`src/rtl/iterative_shifter.sv`:
```
// Multi-cycle shifter: moves the operand by at most STEP positions per clock
// in one of four modes, with a Start/Busy/Done handshake.
module iterative_shifter #(
  parameter int WIDTH = 16,
  parameter int STEP  = 1,
  localparam int AMT_W = $clog2(WIDTH)
) (
  input  logic             Clock,
  input  logic             Reset_n,
  input  logic             Start,
  input  logic [WIDTH-1:0] Number,
  input  logic [AMT_W-1:0] Range,
  input  logic [1:0]       Mode,
  output logic             Busy,
  output logic             Done,
  output logic [WIDTH-1:0] Shifted
);

  typedef enum logic [1:0] {
    S_IDLE   = 2'd0,
    S_SHIFT  = 2'd1,
    S_FINISH = 2'd2
  } state_t;

  localparam logic [AMT_W-1:0] STEP_A = AMT_W'(STEP);
  localparam logic [AMT_W-1:0] ZERO_A = {AMT_W{1'b0}};

  state_t             state_q;
  logic [WIDTH-1:0]   acc_q;
  logic [AMT_W-1:0]   rem_q;
  logic [1:0]         mode_q;
  logic               busy_q;
  logic               done_q;
  logic [WIDTH-1:0]   shifted_q;

  logic [AMT_W-1:0]   k_s;
  logic [AMT_W-1:0]   rem_d;
  logic [WIDTH-1:0]   acc_d;
  logic [2*WIDTH-1:0] rot_s;

  // One iteration of the datapath: shift the accumulator by min(STEP, rem).
  // The arithmetic fill comes from acc MSB, which never changes while shifting right arithmetically.
  always_comb begin
    rot_s = {acc_q, acc_q};
    if (rem_q > STEP_A) begin
      k_s = STEP_A;
    end else begin
      k_s = rem_q;
    end
    rem_d = rem_q - k_s;
    case (mode_q)
      2'b00:   acc_d = acc_q >> k_s;
      2'b01:   acc_d = $signed(acc_q) >>> k_s;
      2'b10:   acc_d = acc_q << k_s;
      2'b11: begin
        rot_s = {acc_q, acc_q} >> k_s;
        acc_d = rot_s[WIDTH-1:0];
      end
      default: acc_d = acc_q;
    endcase
  end

  // Control FSM with registered handshake and result outputs.
  always_ff @(posedge Clock) begin
    if (!Reset_n) begin
      state_q   <= S_IDLE;
      acc_q     <= {WIDTH{1'b0}};
      rem_q     <= ZERO_A;
      mode_q    <= 2'b00;
      busy_q    <= 1'b0;
      done_q    <= 1'b0;
      shifted_q <= {WIDTH{1'b0}};
    end else begin
      case (state_q)
        S_SHIFT: begin
          acc_q <= acc_d;
          rem_q <= rem_d;
          if (rem_d == ZERO_A) begin
            state_q   <= S_FINISH;
            busy_q    <= 1'b0;
            done_q    <= 1'b1;
            shifted_q <= acc_d;
          end else begin
            state_q <= S_SHIFT;
          end
        end
        S_IDLE, S_FINISH: begin
          done_q <= 1'b0;
          if (Start) begin
            acc_q  <= Number;
            rem_q  <= Range;
            mode_q <= Mode;
            if (Range != ZERO_A) begin
              state_q <= S_SHIFT;
              busy_q  <= 1'b1;
            end else begin
              // A zero-length shift completes straight away with the operand unchanged.
              state_q   <= S_FINISH;
              done_q    <= 1'b1;
              shifted_q <= Number;
            end
          end else begin
            state_q <= S_IDLE;
          end
        end
        default: begin
          state_q <= S_IDLE;
          busy_q  <= 1'b0;
          done_q  <= 1'b0;
        end
      endcase
    end
  end

  assign Busy    = busy_q;
  assign Done    = done_q;
  assign Shifted = shifted_q;

endmodule

```
`config.mk`:
```
export PLATFORM = sky130hd
export DESIGN_NAME = iterative_shifter
export DESIGN_NICKNAME = d
export VERILOG_FILES = /design/src/rtl/iterative_shifter.sv
export SDC_FILE = /design/constraint.sdc
export NUM_CORES = 1
export LEC_CHECK = 0
export CELL_PAD_IN_SITES_DETAIL_PLACEMENT = 0
export CELL_PAD_IN_SITES_GLOBAL_PLACEMENT = 1
export CORE_MARGIN = 2
export CORE_UTILIZATION = 41
export DETAILED_ROUTE_END_ITERATION = 12
export GPL_ROUTABILITY_DRIVEN = 0
export PLACE_DENSITY_LB_ADDON = 0.2
export SLEW_MARGIN = 40
export SYNTH_ARGS = -nofsm -noshare
export SYNTH_HDL_FRONTEND = slang
export SYNTH_SLANG_ARGS = --single-unit
```
`constraint.sdc`:
```
create_clock -name Clock -period 3 [get_ports Clock]
set_input_delay 0.6 -clock Clock [delete_from_list [all_inputs] [get_ports Clock]]
set_output_delay 0.6 -clock Clock [all_outputs]
set_load 0.01 [all_outputs]
```
* After elaboration in Yosys (flattened, before gate mapping)
Cells that the tools add are included.
Word-level totals: input port bits 25, register bits after elaboration 42, logic and storage cells 54, output and inout bits 18
Cells by class: magnitude comparators 1, reduce and logical (&&, ||, !) cells 10, mux-type cells 22, add/subtract/negate cells 1, shifts and indexed selects 4, equal/unequal tests 9
Operator list (count):
- $mux W16 | 4
- $pmux W16 S2 | 2
- $pmux W16 S4 | 1
- $shr A32 B4 Y16 | 1
- $shl A16 B4 Y16 | 1
- $shr A16 B4 Y16 | 1
- $sshr A16 B4 Y16 | 1
- $mux W4 | 2
- $ne A2 B2 Y1 const B | 4
- $pmux W4 S2 | 1
- $eq A2 B2 Y1 const B | 3
- $mux W1 | 6
- $mux W2 | 3
- $eq A2 B1 Y1 const B | 2
- $gt A4 B1 Y1 const B | 1
- $logic_not A2 Y1 | 2
- $logic_not A4 Y1 | 1
- $pmux W1 S2 | 2
- $pmux W2 S2 | 1
- $reduce_and A2 Y1 | 2
- $reduce_and A4 Y1 | 1
- $reduce_bool A4 Y1 | 1
- $sub A4 B4 Y4 | 1
- $reduce_and A3 Y1 | 1
- 2 further kinds | 2

* Logic depth before layout (Yosys ltp)
Gate-level depths: netlist (run 1).
word-level depth 6, depth in mapped cells 9, mapped depth without buffers 7

* Worst setup path after synthesis (run 1)
Ideal clock, no wire load.
kind register -> register, start point register rem_q[2], end point register shifted_q[11] (netlist: Shifted[11]), cell stages (with the launch flop) 9, data required time 2.863 ns, arrival 1.692 ns, clock period less this slack 1.828 ns, setup slack 1.172 ns, setup time 0.136 ns, path through dfxtp_1 -> nor3_1 -> or2_2 -> ha_1 -> nor2b_1 -> a32o_1 -> buf_2 -> o21ai_0 -> a31oi_1
On the way: longest elaborated chain between the ends 6
RTL lines:
- start, declared | RTL line 30 | logic [AMT_W-1:0] rem_q;
- start signal, assigned | RTL line 77 | rem_q <= rem_d;
- start signal, assigned | RTL line 91 | rem_q <= Range;
- $gt A4 B1 Y1 | RTL line 45 | if (rem_q > STEP_A) begin
- $mux W4 | RTL line 45
- $sub A4 B4 Y4, or another cell as far along | RTL line 50 | rem_d = rem_q - k_s;
- $logic_not A4 Y1 / $pmux W16 S4 (equally long branches) | RTL line 78, 51
- $ne A2 B2 Y1 (no line) / $mux W16 (equally long branches)
- $reduce_and A4 Y1 (no line) / $pmux W16 S2 (equally long branches)
- end signal, assigned | RTL line 72 | shifted_q <= {WIDTH{1'b0}};
- end signal, assigned | RTL line 100 | shifted_q <= Number;
- end, declared | RTL line 34 | logic [WIDTH-1:0] shifted_q;
Parallel ways exist; a longest one is shown, timed or not. The select of a mux whose other input is x is not followed. A chain may end at the register's enable or synchronous reset.

* Worst setup path in the final report (run 1)
start point register rem_q[1], end point register shifted_q[6] (netlist: Shifted[6])
The elaborated chain is that of the path after synthesis.

==> reports/qor.yml, run 1 <==
outcome: "completed"
grt_pass1_vias: 1978
clock.fmax_mhz: 482
synth-edff-count: 0
hpwl_mm: 3.49
clock-root-buffer: "clkbuf_8"
synth_cell_type_count: 37
setup-violations-final: 0
routed_wl_mm: 5.23
synth_area_leader_cell: "dfxtp_1"
r2r_slack_ps: 930
critical_path.endpoint: "Shifted[6]"
reg2reg_depth: 8
synth_cells: 272
synth_most_common_cell: "o21ai_0"
portBuffers: 42
dp_slack_ps: 648
drive_gt1_share_pct: 7.14
netlist.area_leader.share_pct: 38.2
worst_clock_skew_ps: 10.3
synth_flop_cell: "dfxtp_1"
post_drt_wl_per_cell_um: 13.8
start_util_pct: 42.8
ios: 43
fp.dieH_um: 77.2
crit_path_end_kind: "flip-flop"
synth_area_leaders: "dfxtp_1, o21ai_0, a31oi_1"
hold_viol: 0
grt_antenna_before_repair: 0
min_from: "Shifted[15]"
p_leak_nw: 0.961
finalCriticalPeriod_ps: 2070
ys_seq_area_share_pct: 38.2
avgSynthCellArea_um2: 8.09
holdCritPathClass: "reg2reg"
post-cts-setup-buffer-count: 0
dieArea_mm2: 0.00597
firstDrtPassIters: 4
die_width_um: 77.2
worstMarginPinSlew_ps: 558
arrival_ps: 2240
grt_max_degree: 42
grt_usage_pct: 18.8
critical_path_class: "reg2reg"
vias: 2102
n_fill_cell: 555
timing.rr.end: "Shifted[6]"
relSlewSlack_pct: 62.8
initialDrtViolationCount: 101
startpoint_type: "flip-flop"
area_growth_pct: 25.1
grt_pass1_wl_mm: 9.33
clockBufferDepth: 2
core_area_mm2: 0.00514
period_share_pct: 69.1
syn_area_mm2: 0.00220
cts-htree-levels: 2
synth_fp_nets: 301
rsz0062_at_grt: "false"
reg2reg_from: "rem_q[1]"
post-route-worst-setup-slack_ps: 926
async_reset_ff_share_pct: 0
clk_latency_ps: 290
maxCapViolCount: 0
slew_viol_final: 0
clkTransAtPathRegs_ps: 80
yosysWarnings: 0
cts_resized: 0
overflow: 0
cts_made_buffers: 5
drc_errors: 0
finalSetupTns_ps: 0
startpoint: "rem_q[1]"
ant_nets: 0
cellPowerDensity_mw_per_mm2: 550
holdBufCountCts: 0
vias_per_cell: 5.56
irDropWorstVdd_v: 0.000228
synth_common_cells: "o21ai_0, dfxtp_1, a31oi_1"
rows: 26
crit_required_ps: 3170
clock_sinks: 42
cts_tree: "built"
cp_max_fo: 30
antennaDiodeCount: 0
nets: 336
ys_ff_latch: 42
critical path: stages (launching register included):
cell     delay [ps]
dfxtp_1         500
nor3_1          110
or2_2           290
ha_1            200
nor2b_1         150
a32o_1          230
buf_4           220
o21ai_0         180
a31oi_1          60
how the worst min path moves through the flow:
| stage | to | slack, ps | cells after the start |
|---|---|---|---|
| finish | Shifted[15] | 460 | 2 |
| global route | Shifted[0] | 500 | 2 |
| CTS | Shifted[0] | 470 | 2 |
| detailed placement | Shifted[15] | 450 | 2 |
| global placement | Shifted[15] | 450 | 2 |
| floorplan | acc_q[0] | 470 | 2 |
area by class of cell:
type | instances | area [um2] | area share (%)
Inverter | 4 | 15.0 | 0.545
Multi-Input combinational cell | 204 | 1240 | 45.0
Tap cell | 70 | 87.6 | 3.18
Sequential cell | 42 | 841 | 30.5
Timing Repair Buffer | 50 | 480 | 17.5
Clock buffer | 7 | 86.3 | 3.14
Clock inverter | 1 | 5.00 | 0.182
where the power goes:
| group | switching, W | internal (W) |
|---|---|---|
| combinational | 0.000243 | 0.000208 |
| sequential | 0.0000621 | 0.000626 |
| clock | 0.000189 | 0.000186 |
sequential cells by signal, indices dropped and copies added, names as in the netlist:
| name | cells |
|---|---|
| rem_q | 4 |
| Busy | 1 |
| acc_q | 16 |
| Done | 1 |
| Shifted | 16 |
| mode_q | 2 |
| state_q | 2 |
cells in the final DEF, fill, tap and decap left out, types with 2 or more instances in the layout:
master           count
a211oi_1             2
a21boi_0             5
a21boi_1             3
a21o_1              14
a21oi_1              2
a31oi_1             29
buf_4                8
clkbuf_8             6
clkdlybuf4s50_1     42
dfxtp_1             42
ha_1                 4
inv_1                4
nand2_1             15
nand2b_1            17
nand3_1              3
nor2_1               7
nor2b_1              4
nor3_1               2
o211a_1              2
o211ai_1             3
o21ai_0             56
o21ai_1             18
o21ai_2              2
o221ai_1             2
or2_2                2
routing by layer:
layer / GRT usage, % / vias to the layer above / share of wire (%)
met5: 0 / - / 0
met4: 5.89 / 0 / 1.1
met3: 3.06 / 5 / 4.0
met2: 30.8 / 43 / 47
met1: 25.4 / 982 / 48
li1: - / 1072 / -
per-stage QoR:
stage               instances  instance area, um2  util [%]  total power [W]  hold WS (ps)
global placement          370                2660      51.8          0.00115           449
finish                    378                2750      53.6          0.00151           460
detailed placement        370                2660      51.8          0.00116           455
floorplan                 272                2200         -         0.000998           470
global route              378                2750      53.6          0.00162           503
CTS                       378                2750      53.6          0.00153           466
kinds of logic after synthesis:
logic type / count (synthesis) / synth area share [%]
simple gates: 56 / 14.1
compound gates: 143 / 39.4
mux: 1 / 0.455
flops: 42 / 38.2
buf+inv: 26 / 5.52
fa+ha+maj: 4 / 2.28
Power figures use the tool's default switching activity.
==> run 2, diff against run 1 <==
- CORE_UTILIZATION: 41 -> 34
- clock period: 3 -> 1.8 ns (I/O delays scaled with it)
==> run 2 against run 1 <==
Critical path depth stayed put. Global-route usage is 2.5 points lower. Power is 78% higher. Clock power is 69% higher.
==> reports/qor.yml, run 2 (same netlist as run 1, synthesis figures left out) <==
n_fill_cell: 640  # was 555
drc_errors: 0  # unchanged
irDropWorstVdd_v: 0.000354  # was 0.000228 V
reg2reg_depth: 8  # unchanged
post_drt_wl_per_cell_um: 14.4  # was 13.8 um
relSlewSlack_pct: 72.3  # was 62.8%
grt_antenna_before_repair: 0  # unchanged
p_int_w: 0.00182  # was 0.00102 W
wl_met1_mm: 2.94  # was 2.52 mm
firstDrtPassIters: 4  # unchanged
period_share_pct: 95.1  # was 69.1%
ant_nets: 0  # unchanged
worstMarginPinSlew_ps: 411  # was 558 ps
finalCriticalPeriod_ps: 1710  # was 2070 ps
clock.fmax_mhz: 584  # was 482 MHz
drive_gt1_share_pct: 15.6  # was 7.14%
r2r_slack_ps: 90  # was 930 ps
rsz0062_at_grt: "true"  # was false
timing.rr.end: "Shifted[7]"  # was Shifted[6]
fin_util_pct: 48.0  # was 53.6%
cts_tree: "built"  # unchanged
hold_depth: 2  # unchanged
crit_path_end_kind: "flip-flop"  # unchanged
initialDrtViolationCount: 122  # was 101
rows: 29  # was 26
mostFrequentLayoutCells: "o21ai_0, clkdlybuf4s50_1, dfxtp_1"  # was o21ai_0, dfxtp_1, clkdlybuf4s50_1
wl_met3_um: 184  # was 209 um
arrival_ps: 1890  # was 2240 ps
nets: 354  # was 336
multi_input_area_mm2: 0.00129  # was 0.00124 mm2
cp_max_fo: 7  # was 30
clock-root-buffer: "clkbuf_8"  # unchanged
route.met2.wl_mm: 2.63  # was 2.44 mm
p_leak_nw: 1.09  # was 0.961 nW
clockPowerShare_pct: 23.4  # was 24.8%
highest_layer: "met4"  # unchanged
portBuffers: 42  # unchanged
vias: 2168  # was 2102
maxCapViolCount: 0  # unchanged
area_growth_pct: 37.8  # was 25.1%
setup-violations-final: 0  # unchanged
hold_viol: 0  # unchanged
stdcell_area_mm2: 0.00303  # was 0.00275 mm2
layout_commonest_cell: "o21ai_0"  # unchanged
die_width_um: 84.4  # was 77.2 um
worst_clock_skew_ps: 6.12  # was 10.3 ps
switching_share_pct: 32.7  # was 32.6%
p_seq_share_pct: 41.8  # was 45.4%
grt_usage_pct: 16.3  # was 18.8%
grt_max_degree: 42  # unchanged
combPwrFrac_pct: 34.8  # was 29.8%
start_util_pct: 34.8  # was 42.8%
clock_sinks: 42  # unchanged
dieArea_mm2: 0.00713  # was 0.00597 mm2
grt_pass1_wl_mm: 9.51  # was 9.33 mm
power_w: 0.00270  # was 0.00151 W
cellPowerDensity_mw_per_mm2: 891  # was 550 mW/mm2
fin_hold_ws_ps: 462  # was 460 ps
cts_made_buffers: 5  # unchanged
seqCellArea_um2: 848  # was 841 um2
holdCritPathClass: "reg2reg"  # unchanged
clkTransAtPathRegs_ps: 80  # about the same
dpl_cell_area_mm2: 0.00283  # was 0.00266 mm2
overflow: 0  # unchanged
clockBufferDepth: 2  # unchanged
crit_required_ps: 1980  # was 3170 ps
grt_pass1_vias: 1972  # was 1978
reg2reg_from: "rem_q[2]"  # was rem_q[1]
slew_viol_final: 0  # unchanged
min_from: "Shifted[15]"  # unchanged
critical_path_class: "reg2reg"  # unchanged
vias_per_cell: 5.38  # was 5.56
antennaDiodeCount: 0  # unchanged
p_sw_w: 0.000884  # was 0.000494 W
cts-htree-levels: 2  # unchanged
core_area_mm2: 0.00631  # was 0.00514 mm2
fp.dieH_um: 84.4  # was 77.2 um
outcome: "completed"  # unchanged
hold-path-endpoint: "Shifted[15]"  # unchanged
holdBufCountCts: 0  # unchanged
routed_wl_mm: 5.81  # was 5.23 mm
startpoint_type: "flip-flop"  # unchanged
ios: 43  # unchanged
clk_latency_ps: 290  # about the same
hpwl_mm: 3.77  # was 3.49 mm
[run 2: changes by cell type in the layout (fill, tap and decap cells not counted), sizes merged]
cell / previous run / this run
buf: 8 / 25
clkbuf: 7 / 8
[run 2: repair_timing]
item                       4_1_cts  5_1_grt
setup endpoints to repair       15       21
buffers inserted                 0        1
pin swaps                        0        2
gates resized for setup          6       21
gates cloned                     0        1
[run 2: power groups by stage]
stage	clock network, W	registers, W	logic, W
2_1_floorplan	0	0.00116	0.000503
3_3_place_gp	0	0.00115	0.000858
3_5_place_dp	0	0.00115	0.000866
4_1_cts	0.000655	0.00113	0.000879
5_1_grt	0.000688	0.00115	0.00103
6_report	0.000632	0.00113	0.000940
[run 2: cell type report]
type / instances / share of cell area, %
clock buffers: 7 / 2.85
clock inverters: 1 / 0.165
inverters: 4 / 0.495
multi-input cells: 204 / 42.6
flip-flops and latches: 42 / 28.0
well taps: 77 / 3.18
repair buffers: 68 / 22.7
[run 2: worst max-delay path by stage]
stage               startpoint           to  slack [ps]  cells after the start
floorplan             rem_q[1]  Shifted[11]          20                      9
detailed placement    Range[1]  Shifted[12]        -170                      7
CTS                   rem_q[3]  Shifted[12]           6                      8
global placement      Range[1]   Shifted[9]        -120                      7
finish                rem_q[2]   Shifted[7]          90                      8
global route          rem_q[2]  Shifted[11]          -6                      8
[run 2: metal layers]
metal,vias to the layer above,GRT usage (%)
met5,-,0
met2,32,25.6
li1,1112,-
met4,0,3.90
met3,5,3.83
met1,1019,22.7
[run 2: stage by stage]
step / instances / TNS (ps) / worst slack (ps)
after floorplan: 272 / 0 / 19.7
after global routing: 403 / -6.04 / -6.04
final: 403 / 0 / 87.8
after global placement: 393 / -1630 / -120
after detailed placement: 393 / -2050 / -168
after CTS: 401 / 0 / 5.83
[run 2: critical path, stage by stage, from the launching register on]
cell       delay (ps)
dfxtp_2           330
nor3_2            190
or2_4             150
ha_4              130
nor2b_4           160
a32o_2            270
buf_4             160
clkbuf_16         140
a31oi_4            60
